`src/rtl/draw_pkg.sv`:
```
// Shared widths, sprite attribute record and update-FSM states for the
// sprite drawing layer of the VGA pixel pipeline.
package draw_pkg;

   localparam int VGA_RGB_W = 12;
   localparam int VGA_CNT_W = 11;

   typedef struct packed {
      logic [11:0] x;
      logic [11:0] y;
      logic        hflip;
      logic        vflip;
      logic        en;
   } sprite_attr_t;

   typedef enum logic {
      UPD_IDLE,
      UPD_PENDING
   } upd_state_t;

endpackage

```
`src/rtl/vga_if.sv`:
```
// VGA pixel-stream bundle passed between drawing layers.
interface vga_if;
   import draw_pkg::*;

   logic [VGA_CNT_W-1:0] hcount;
   logic [VGA_CNT_W-1:0] vcount;
   logic                 hsync;
   logic                 vsync;
   logic                 hblnk;
   logic                 vblnk;
   logic [VGA_RGB_W-1:0] rgb;

   modport in  (input  hcount, vcount, hsync, vsync, hblnk, vblnk, rgb);
   modport out (output hcount, vcount, hsync, vsync, hblnk, vblnk, rgb);
endinterface

```
`src/rtl/vga_delay.sv`:
```
// Fixed-depth register delay line for the VGA timing fields, so they stay
// aligned with the colour path of a drawing layer.
module vga_delay
   import draw_pkg::*;
#(
   parameter int DEPTH = 1
) (
   input  logic                 clk,
   input  logic                 rst,
   input  logic [VGA_CNT_W-1:0] hcount_i,
   input  logic [VGA_CNT_W-1:0] vcount_i,
   input  logic                 hsync_i,
   input  logic                 vsync_i,
   input  logic                 hblnk_i,
   input  logic                 vblnk_i,
   output logic [VGA_CNT_W-1:0] hcount_o,
   output logic [VGA_CNT_W-1:0] vcount_o,
   output logic                 hsync_o,
   output logic                 vsync_o,
   output logic                 hblnk_o,
   output logic                 vblnk_o
);

   localparam int TW = 2 * VGA_CNT_W + 4;

   logic [TW-1:0] pipe_q [DEPTH];

   // All timing fields travel as one packed word down the shift chain.
   always_ff @(posedge clk) begin
      if (rst) begin
         for (int i = 0; i < DEPTH; i++) begin
            pipe_q[i] <= '0;
         end
      end else begin
         pipe_q[0] <= {hcount_i, vcount_i, hsync_i, vsync_i, hblnk_i, vblnk_i};
         for (int i = 1; i < DEPTH; i++) begin
            pipe_q[i] <= pipe_q[i-1];
         end
      end
   end

   assign {hcount_o, vcount_o, hsync_o, vsync_o, hblnk_o, vblnk_o} = pipe_q[DEPTH-1];

endmodule

```
`src/rtl/draw_sprite_ctl.sv`:
```
// Overlays one W x H ROM bitmap onto the VGA stream with mirroring, enable and
// frame-synchronous attribute updates. DRAW_SPRITE_CTL_TRANSP_EN adds a colour key.
module draw_sprite_ctl
   import draw_pkg::*;
#(
   parameter int W       = 48,
   parameter int H       = 64,
   parameter int AX_W    = 6,
   parameter int AY_W    = 6,
   parameter int ROM_LAT = 1
`ifdef DRAW_SPRITE_CTL_TRANSP_EN
   ,
   parameter logic [VGA_RGB_W-1:0] TRANSP_KEY = 12'hF0F
`endif
) (
   input  logic                   clk,
   input  logic                   rst,
   input  logic                   upd_valid,
   output logic                   upd_ready,
   input  logic [11:0]            upd_x,
   input  logic [11:0]            upd_y,
   input  logic                   upd_hflip,
   input  logic                   upd_vflip,
   input  logic                   upd_en,
   input  logic [VGA_RGB_W-1:0]   rgb_pixel,
   output logic [AY_W+AX_W-1:0]   pixel_addr,
   vga_if.in                      vga_in,
   vga_if.out                     vga_out
);

   localparam int L  = ROM_LAT + 2;
   localparam int HD = ROM_LAT + 1;

   upd_state_t   state_q, state_d;
   sprite_attr_t active_q, active_d;
   sprite_attr_t shadow_q, shadow_d;
   logic         vblnk_q;
   logic         frameStart;
   logic         updFire;

   assign frameStart = vga_in.vblnk && !vblnk_q;
   assign updFire    = upd_valid && upd_ready;

   always_ff @(posedge clk) begin
      if (rst) begin
         state_q <= UPD_IDLE;
      end else begin
         state_q <= state_d;
      end
   end

   always_comb begin
      state_d = state_q;
      case (state_q)
         UPD_IDLE:    if (updFire)    state_d = UPD_PENDING;
         UPD_PENDING: if (frameStart) state_d = UPD_IDLE;
         default:                     state_d = UPD_IDLE;
      endcase
   end

   always_comb begin
      upd_ready = (state_q == UPD_IDLE);
   end

   // Active attributes only move at frame start so no frame shows a torn sprite.
   always_comb begin
      shadow_d = shadow_q;
      active_d = active_q;
      if (updFire) begin
         shadow_d = '{x: upd_x, y: upd_y, hflip: upd_hflip, vflip: upd_vflip, en: upd_en};
      end
      if (state_q == UPD_PENDING && frameStart) begin
         active_d = shadow_q;
      end
   end

   always_ff @(posedge clk) begin
      if (rst) begin
         shadow_q <= '0;
         active_q <= '0;
         vblnk_q  <= 1'b0;
      end else begin
         shadow_q <= shadow_d;
         active_q <= active_d;
         vblnk_q  <= vga_in.vblnk;
      end
   end

   logic [12:0]     hcExt, vcExt, xExt, yExt;
   logic            hit;
   logic [AX_W-1:0] dx, col;
   logic [AY_W-1:0] dy, row;

   // 13-bit compares keep a sprite parked near x=4095 from wrapping onto the screen.
   always_comb begin
      hcExt = {2'b00, vga_in.hcount};
      vcExt = {2'b00, vga_in.vcount};
      xExt  = {1'b0, active_q.x};
      yExt  = {1'b0, active_q.y};
      hit   = active_q.en
              && (hcExt >= xExt) && (hcExt < xExt + 13'(W))
              && (vcExt >= yExt) && (vcExt < yExt + 13'(H));
      dx    = AX_W'(hcExt - xExt);
      dy    = AY_W'(vcExt - yExt);
      col   = active_q.hflip ? AX_W'(W - 1) - dx : dx;
      row   = active_q.vflip ? AY_W'(H - 1) - dy : dy;
   end

   logic [AY_W+AX_W-1:0] pixelAddr_q;
   logic [HD-1:0]        hitPipe_q;
   logic [VGA_RGB_W-1:0] rgbPipe_q [HD];
   logic [VGA_RGB_W-1:0] rgbOut_q;
   logic                 hitD;
   logic [VGA_RGB_W-1:0] rgbD;
   logic                 drawSprite;

   always_ff @(posedge clk) begin
      if (rst) begin
         pixelAddr_q <= '0;
      end else begin
         pixelAddr_q <= hit ? {row, col} : '0;
      end
   end

   assign pixel_addr = pixelAddr_q;

   // Hit flag and background colour wait here for the ROM data to arrive.
   always_ff @(posedge clk) begin
      if (rst) begin
         hitPipe_q <= '0;
         for (int i = 0; i < HD; i++) begin
            rgbPipe_q[i] <= '0;
         end
      end else begin
         hitPipe_q[0] <= hit;
         rgbPipe_q[0] <= vga_in.rgb;
         for (int i = 1; i < HD; i++) begin
            hitPipe_q[i] <= hitPipe_q[i-1];
            rgbPipe_q[i] <= rgbPipe_q[i-1];
         end
      end
   end

   assign hitD = hitPipe_q[HD-1];
   assign rgbD = rgbPipe_q[HD-1];

`ifdef DRAW_SPRITE_CTL_TRANSP_EN
   assign drawSprite = hitD && (rgb_pixel != TRANSP_KEY);
`else
   assign drawSprite = hitD;
`endif

   always_ff @(posedge clk) begin
      if (rst) begin
         rgbOut_q <= '0;
      end else begin
         rgbOut_q <= drawSprite ? rgb_pixel : rgbD;
      end
   end

   assign vga_out.rgb = rgbOut_q;

   vga_delay #(
      .DEPTH(L)
   ) u_vga_delay (
      .clk      (clk),
      .rst      (rst),
      .hcount_i (vga_in.hcount),
      .vcount_i (vga_in.vcount),
      .hsync_i  (vga_in.hsync),
      .vsync_i  (vga_in.vsync),
      .hblnk_i  (vga_in.hblnk),
      .vblnk_i  (vga_in.vblnk),
      .hcount_o (vga_out.hcount),
      .vcount_o (vga_out.vcount),
      .hsync_o  (vga_out.hsync),
      .vsync_o  (vga_out.vsync),
      .hblnk_o  (vga_out.hblnk),
      .vblnk_o  (vga_out.vblnk)
   );

endmodule

```
`src/flat_wrapper.sv`:
```
// flat-port wrapper written by rule: the top's interface ports become plain ports
module draw_sprite_ctl_flat import draw_pkg::*;
#(
   parameter int W       = 48,
   parameter int H       = 64,
   parameter int AX_W    = 6,
   parameter int AY_W    = 6,
   parameter int ROM_LAT = 1

)
  (clk, rst, upd_valid, upd_ready, upd_x, upd_y, upd_hflip, upd_vflip, upd_en, rgb_pixel, pixel_addr, vga_in_hcount, vga_in_vcount, vga_in_hsync, vga_in_vsync, vga_in_hblnk, vga_in_vblnk, vga_in_rgb, vga_out_hcount, vga_out_vcount, vga_out_hsync, vga_out_vsync, vga_out_hblnk, vga_out_vblnk, vga_out_rgb);
  vga_if vga_in_i ();
  vga_if vga_out_i ();
  input  logic clk;
  input  logic rst;
  input  logic upd_valid;
  output logic upd_ready;
  input  logic [11:0] upd_x;
  input  logic [11:0] upd_y;
  input  logic upd_hflip;
  input  logic upd_vflip;
  input  logic upd_en;
  input  logic [VGA_RGB_W-1:0] rgb_pixel;
  output logic [AY_W+AX_W-1:0] pixel_addr;
  input wire logic [$bits(vga_in_i.hcount)-1:0] vga_in_hcount;
  input wire logic [$bits(vga_in_i.vcount)-1:0] vga_in_vcount;
  input wire logic [$bits(vga_in_i.hsync)-1:0] vga_in_hsync;
  input wire logic [$bits(vga_in_i.vsync)-1:0] vga_in_vsync;
  input wire logic [$bits(vga_in_i.hblnk)-1:0] vga_in_hblnk;
  input wire logic [$bits(vga_in_i.vblnk)-1:0] vga_in_vblnk;
  input wire logic [$bits(vga_in_i.rgb)-1:0] vga_in_rgb;
  output wire logic [$bits(vga_out_i.hcount)-1:0] vga_out_hcount;
  output wire logic [$bits(vga_out_i.vcount)-1:0] vga_out_vcount;
  output wire logic [$bits(vga_out_i.hsync)-1:0] vga_out_hsync;
  output wire logic [$bits(vga_out_i.vsync)-1:0] vga_out_vsync;
  output wire logic [$bits(vga_out_i.hblnk)-1:0] vga_out_hblnk;
  output wire logic [$bits(vga_out_i.vblnk)-1:0] vga_out_vblnk;
  output wire logic [$bits(vga_out_i.rgb)-1:0] vga_out_rgb;
  assign vga_in_i.hcount = vga_in_hcount;
  assign vga_in_i.vcount = vga_in_vcount;
  assign vga_in_i.hsync = vga_in_hsync;
  assign vga_in_i.vsync = vga_in_vsync;
  assign vga_in_i.hblnk = vga_in_hblnk;
  assign vga_in_i.vblnk = vga_in_vblnk;
  assign vga_in_i.rgb = vga_in_rgb;
  assign vga_out_hcount = vga_out_i.hcount;
  assign vga_out_vcount = vga_out_i.vcount;
  assign vga_out_hsync = vga_out_i.hsync;
  assign vga_out_vsync = vga_out_i.vsync;
  assign vga_out_hblnk = vga_out_i.hblnk;
  assign vga_out_vblnk = vga_out_i.vblnk;
  assign vga_out_rgb = vga_out_i.rgb;
  draw_sprite_ctl #(.W(W), .H(H), .AX_W(AX_W), .AY_W(AY_W), .ROM_LAT(ROM_LAT)) u_core (.clk(clk), .rst(rst), .upd_valid(upd_valid), .upd_ready(upd_ready), .upd_x(upd_x), .upd_y(upd_y), .upd_hflip(upd_hflip), .upd_vflip(upd_vflip), .upd_en(upd_en), .rgb_pixel(rgb_pixel), .pixel_addr(pixel_addr), .vga_in(vga_in_i), .vga_out(vga_out_i));
endmodule
```
`config.mk`:
```
export PLATFORM = sky130hd
export DESIGN_NAME = draw_sprite_ctl_flat
export DESIGN_NICKNAME = d
export VERILOG_FILES = /design/src/rtl/draw_pkg.sv /design/src/rtl/vga_if.sv /design/src/rtl/vga_delay.sv /design/src/rtl/draw_sprite_ctl.sv /design/src/flat_wrapper.sv
export SDC_FILE = /design/constraint.sdc
export NUM_CORES = 1
export LEC_CHECK = 0
export ABC_CLOCK_PERIOD_IN_PS = 2000
export CORE_UTILIZATION = 40
export DETAILED_ROUTE_END_ITERATION = 10
export DONT_BUFFER_PORTS = 1
export SETUP_SLACK_MARGIN = 0.2
export SKIP_CTS_REPAIR_TIMING = 1
export SLEW_MARGIN = 10
export SYNTH_ARGS = -nofsm -noshare
export SYNTH_HDL_FRONTEND = slang
export SYNTH_SLANG_ARGS = --single-unit
```
`constraint.sdc`:
```
create_clock -name clk -period 2 [get_ports clk]
set_input_delay 0.3 -clock clk [delete_from_list [all_inputs] [get_ports clk]]
set_output_delay 0.3 -clock clk [all_outputs]
set_load 0.01 [all_outputs]
```
## After elaboration in Yosys (flattened, before gate mapping)

Memories as Yosys holds them, arrays and structs flattened.
Index checks and enable logic that the tools add are counted.

| storage, ports and cells | value |
|---|---|
| RAM bits | 102 |
| flip-flop bits (word level) | 82 |
| logic and storage cells | 57 |
| memories | 2 |

Memories:

| name | words | bits a word | rd ports | clocked after Yosys merged registers in | write ports | RTL line | text |
|---|---|---|---|---|---|---|---|
| u_core.u_vga_delay.pipe_q | 3 | 26 | 3 | 0 | 3 | vga_delay.sv:26 | `logic [TW-1:0] pipe_q [DEPTH];` |
| u_core.rgbPipe_q | 2 | 12 | 2 | 0 | 2 | draw_sprite_ctl.sv:111 | `logic [VGA_RGB_W-1:0] rgbPipe_q [HD];` |

| operators by class | value |
|---|---|
| reductions and logical operators | 9 |
| order comparisons | 4 |
| add/subtract/negate cells | 6 |
| bitwise operators | 7 |
| mux-type cells | 14 |

Operators with widths:

| cell | count |
|---|---|
| 2-to-1 mux 26 bit | 3 |
| 2-to-1 mux 12 bit | 3 |
| less-than comparator 11 x 13 -> 1 bit | 2 |
| greater-or-equal comparator 11 x 12 -> 1 bit | 2 |
| adder 12 x 6 -> 13 bit (second input constant) | 1 |
| adder 12 x 7 -> 13 bit (second input constant) | 1 |
| 2-to-1 mux 6 bit | 2 |
| subtractor 6 bit | 2 |
| subtractor 6 bit (first input constant) | 2 |
| logical AND 1 bit | 7 |
| 2-to-1 mux 1 bit | 5 |
| OR 1 bit | 5 |
| inverter 1 bit | 2 |
| one-hot mux 1 bit (2 select lines) | 1 |
| OR reduction 2 bit | 1 |
| logical NOT 1 bit | 1 |

## Logic depth before layout (Yosys ltp)

| logic depth | value |
|---|---|
| depth in word-level cells | 7 |
| gate-level depth with buffers | 12 |

## By module

A second synthesis with hierarchy kept.

| unflattened totals | value |
|---|---|
| cells, all modules | 729 |
| area, all modules | 7018.0 sq um |

By module, submodules not included:

| module | area an instance (sq um) | sequential area each (sq um) | times used | cells an instance |
|---|---|---|---|---|
| draw_sprite_ctl | 4748.3 | 2122.0 | 1 | 543 |
| vga_delay | 2269.7 | 1561.5 | 1 | 186 |

## Least setup slack after synthesis

No wires, ideal clock.

| timing path | value |
|---|---|
| path type | register -> register |
| start point | reg u_core.active_q[9] (netlist bit) |
| end point | reg u_core.pixelAddr_q[0] (netlist: u_core.pixel_addr[0]) |
| library setup time | 121 ps |
| clock period less this slack | 2156 ps |
| slack | -156 ps |
| data arrival time | 2035 ps |
| stages on the path, launching flop included | 11 |
| required time | 1879 ps |
| path through | dfxtp_1 > ha_1 > nand3_1 > xnor2_1 > ha_1 > nand3_1 > nor4b_1 > o21ai_0 > a32oi_1 > buf_2 > nor3_1 |

| on the way | value |
|---|---|
| longest elaborated chain between the ends | 5 |
| elaborated cells between the ends (all ways) | 7 |
| classes of those cells | 1 x add/sub; 2 x order compare; 1 x bitwise; 3 x reduce/logical |

RTL lines:

| what | RTL line | text |
|---|---|---|
| from (decl) | draw_sprite_ctl.sv:35 | `sprite_attr_t active_q, active_d;` |
| from (signal assigned) | draw_sprite_ctl.sv:84 | `active_q <= active_d;` |
| adder 12 x 7 -> 13 bit or greater-or-equal comparator 11 x 12 -> 1 bit (tied branches) | draw_sprite_ctl.sv:102 | `&& (vcExt >= yExt) && (vcExt < yExt + 13'(H));` |
| less-than comparator 11 x 13 -> 1 bit or logical AND 1 bit (tied branches) | draw_sprite_ctl.sv:102 |  |
| logical AND 1 bit (*) | draw_sprite_ctl.sv:102 |  |
| inverter 1 bit (no source line) (*) | - |  |
| OR reduction 2 bit (no source line) (*) | - |  |
| to (signal assigned) | draw_sprite_ctl.sv:121 | `pixelAddr_q <= hit ? {row, col} : '0;` |
| to (decl) | draw_sprite_ctl.sv:109 | `logic [AY_W+AX_W-1:0] pixelAddr_q;` |

Mark *: on every way between the ends. The rest lies on a longest branch, timed or not.
A chain may end at the register's enable or synchronous reset.

## Worst setup path after layout

| timing path | value |
|---|---|
| start point | reg u_core.active_q[19] (netlist bit) |
| end point | reg u_core.pixelAddr_q[7] (netlist: u_core.pixel_addr[7]) |

| on the way | value |
|---|---|
| longest elaborated chain between the ends | 7 |
| elaborated cells between the ends (all ways) | 9 |
| classes of those cells | 1 x add/sub; 2 x order compare; 1 x bitwise; 5 x reduce/logical |

RTL lines:

| what | RTL line | text |
|---|---|---|
| adder 12 x 6 -> 13 bit or greater-or-equal comparator 11 x 12 -> 1 bit (tied branches) | draw_sprite_ctl.sv:101 | `&& (hcExt >= xExt) && (hcExt < xExt + 13'(W))` |
| less-than comparator 11 x 13 -> 1 bit or logical AND 1 bit (tied branches) | draw_sprite_ctl.sv:101 |  |
| logical AND 1 bit (*) | draw_sprite_ctl.sv:101 |  |
| logical AND 1 bit (*) (2 in a row) | draw_sprite_ctl.sv:102 |  |
| inverter 1 bit (no source line) (*) | - |  |
| OR reduction 2 bit (no source line) (*) | - |  |

Marks and branches as above.

==> metrics.csv <==
stage,metric,value,unit
pwr,pwr dens,881,nW/um^2
synthesis,ys async rst share,0,
routing,Routed WL,14500,um
floorplan,Die X,133,um
pwr,Clock power frac,0.445,
synthesis,Post-synth top flop,dfxtp_1,
floorplan,Top Ports,131,
run_status,failing checks,setup timing,
clocking,Max Root-Sink Buffers,2,
layout,layout cells sized above 1,0.127,
pwr,Internal Pwr Total,6240,uW
setup_path,Crit path arrival time,2.52,ns
placed_design,IO Port Bufs,0,
sta,"Slew Viols, Final",0,
global_route,first-pass GRT wire length,21600,um
routing,via count,4916,
placed_design,gpl congestion,0.838,
synthesis,Mapped Nets,848,
sta,Final setup viols,13,
sta,Post-Route Skew,0.0109,ns
routing,Vias per Instance,4.64,
global_route,largest net degree at the start of global routing,172,
clocking,Sink Count,183,
synthesis,dominant cell type by area after synthesis,dfxtp_1,
flow_run,max cap viols,0,
global_route,total grt overflow,0,
synthesis,post-synthesis cell type count,46,
routing,average wire per standard cell,13.7,um
sta,Rel. slew slack,0.529,
layout,antenna cell count,0,
layout,post-layout util,0.541,
sta,Fin. Hold Viols,0,
setup_path,Critical Path RT,2.35,ns
synthesis,"Avg Cell Area, Syn",9.47,um^2
routing,drc violations,0,
floorplan,Placeable Area,16700,um^2
layout,synthesis-to-finish area growth,30.7,%
synthesis,Synth warnings,0,
global_route,initial antenna violation count,0,
routing,initial DRC count,166,
pwr,Comb pwr share,0.074,
synthesis,most common cell in the netlist,dfxtp_1,
sta,Final min period,2.17,ns
pwr,Pwr Total,7970,uW
sta,fmax,461,MHz
clocking,"Reg clk slew, reported paths",0.07,ns
sta,RSZ-0062 raised after global routing,true,
clocking,htree depth,4,
run_status,status,finished with violations,
floorplan,die area,17800,um^2
pwr,maximum vdd drop,627,uV
clocking,CTS buffer count,17,
clocking,CTS tree,yes,
pwr,Lkg Pwr,0.00361,uW
sta,worst setup margin,-0.170,ns
clocking,clk_lat worst skew,0.42,ns
routing,post-route ant nets,0,
sta,Slew @ Worst Pin,0.705,ns
setup_path,Setup CP Type,register to register,
synthesis,synth cell count leaders,"dfxtp_1 (183), nand2_1 (117), nor2b_1 (106)",
sta,period utilization,1.08,
global_route,Total GRT Usage,0.156,
setup_path,Crit. End Element,register,
setup_path,CP max FO,5,
floorplan,Chip Height,133,um
synthesis,Yosys top cell area share,0.530,
pwr,part of the power in registers,0.481,
synthesis,area of the mapped netlist,6910,um^2
setup_path,kind of start point of the critical path,register,
clocking,root buf cell,clkbuf_16,
routing,Pre-antenna DRT Iters,4,
floorplan,starting density of the core,0.414,
layout,# nets final,945,
hold_path,HP Class,input pin to register,
pwr,P_sw,1720,uW
synthesis,Mapped Cells,730,
floorplan,# rows,47,
placed_design,post-detail-place hpwl,9720,um
synthesis,synthesis-stage register bit count,183,
synthesis,main area contributors after synthesis,"dfxtp_1 (53%), nor2b_1 (9.6%), ha_1 (6.5%)",
synthesis,"Seq/Total Area, Yosys",0.530,
synthesis,number of flops mapped to enable cells by yosys,0,
global_route,vias in the first global route,4389,
pwr,sw frac,0.216,
logic make-up (layout without fill, tap and decap cells):
logic type                 Yosys count  in the layout  share of synthesized area
adders and majority gates           38             38                     0.0709
and+or+nand+nor                    289            289                      0.210
xor gates and xnor gates            25             25                     0.0317
AOI/OAI and AO/OA                   97             97                     0.0787
buffers and inverters               85            195                     0.0594
muxes                               13             13                     0.0195
DFF                                183            183                      0.530
power groups by stage:
stage | Clock [uW] | Combinational, uW | Sequential, uW
after floorplan | 0 | 387 | 3890
after global placement | 0 | 405 | 3910
after detailed placement | 0 | 415 | 3920
after CTS | 3640 | 417 | 3840
after global routing | 3790 | 660 | 3850
final | 3550 | 586 | 3840
cell type report:
class                      count  area (um^2)
tap                          220          275
fill                        1550         7660
multi-input combinational    462         3050
sequential                   183         3670
inverter                      30          113
clock buffer                  20          447
timing repair buffer         133         1300
clock inverter                12          188
through the flow:
stage	cell area [um^2]	setup TNS, ns	setup slack, ns	hold slack, ns	instances
final	9040	-1.77	-0.170	0.00351	1060
after global routing	9040	-3.49	-0.298	0.000515	1060
after CTS	7840	-2.06	-0.218	-0.0783	960
after detailed placement	7210	-1.81	-0.186	0.383	928
after global placement	7210	-1.00	-0.0989	0.382	928
after floorplan	6970	0	0.0435	0.414	730
critical path, stage by stage, from the launching register on:
cell,delay [ns]
dfxtp_2,0.34
inv_2,0.06
ha_4,0.17
xor2_1,0.14
ha_1,0.32
a21oi_1,0.19
o21ai_1,0.09
a21oi_1,0.18
a211o_1,0.18
nand3_4,0.11
clkbuf_16,0.19
nor3_2,0.11
layout by cell type, fill, tap and decap left out, types with 3 or more instances in the layout:
master,count
nand2b_1,5
ha_1,32
inv_1,28
nand3_1,3
dfxtp_2,8
nand3_2,3
nor3_1,5
nor3_2,6
buf_4,31
o21ai_1,5
nor2b_1,106
ha_4,3
o21ai_0,6
a21oi_1,65
inv_6,4
nor2_1,23
nor3_4,6
xnor2_1,17
mux2i_1,12
clkbuf_16,18
nand4_1,5
o21a_1,3
dfxtp_1,175
xor2_1,7
bufinv_16,4
dlygate4sd3_1,98
nand2_1,116
state kept, by name, summed over array words and instances, names as in the netlist:
| register | cells |
|---|---|
| u_core.u_vga_delay.pipe_q | 78 |
| u_core.active_q | 27 |
| u_core.shadow_q | 27 |
| u_core.rgbPipe_q | 24 |
| u_core.pixel_addr | 12 |
| u_core.vga_out.rgb | 12 |
| u_core.hitPipe_q | 2 |
| u_core.state_q | 1 |
routing by layer:
metal | share of wire | up-vias | track usage
li1 | - | 2535 | -
met4 | 0.026 | 0 | 0.0871
met5 | 0 | - | 0
met1 | 0.47 | 2264 | 0.204
met3 | 0.042 | 18 | 0.0430
met2 | 0.47 | 99 | 0.231
final timing paths:
path / start / to / slack (ns) / cells after the start
setup / recovery: u_core.active_q[19] / u_core.pixel_addr[7] / -0.17 / 11
hold / removal: vga_in_hcount[5] / u_core.u_vga_delay.pipe_q[0][20] / 0.004 / 1
setup reg to reg: u_core.active_q[19] / u_core.pixel_addr[7] / -0.17 / 11
hold reg to reg: u_core.u_vga_delay.pipe_q[0][24] / u_core.u_vga_delay.pipe_q[0][50] / 0.44 / 1
(Power assumes the default switching activity.)
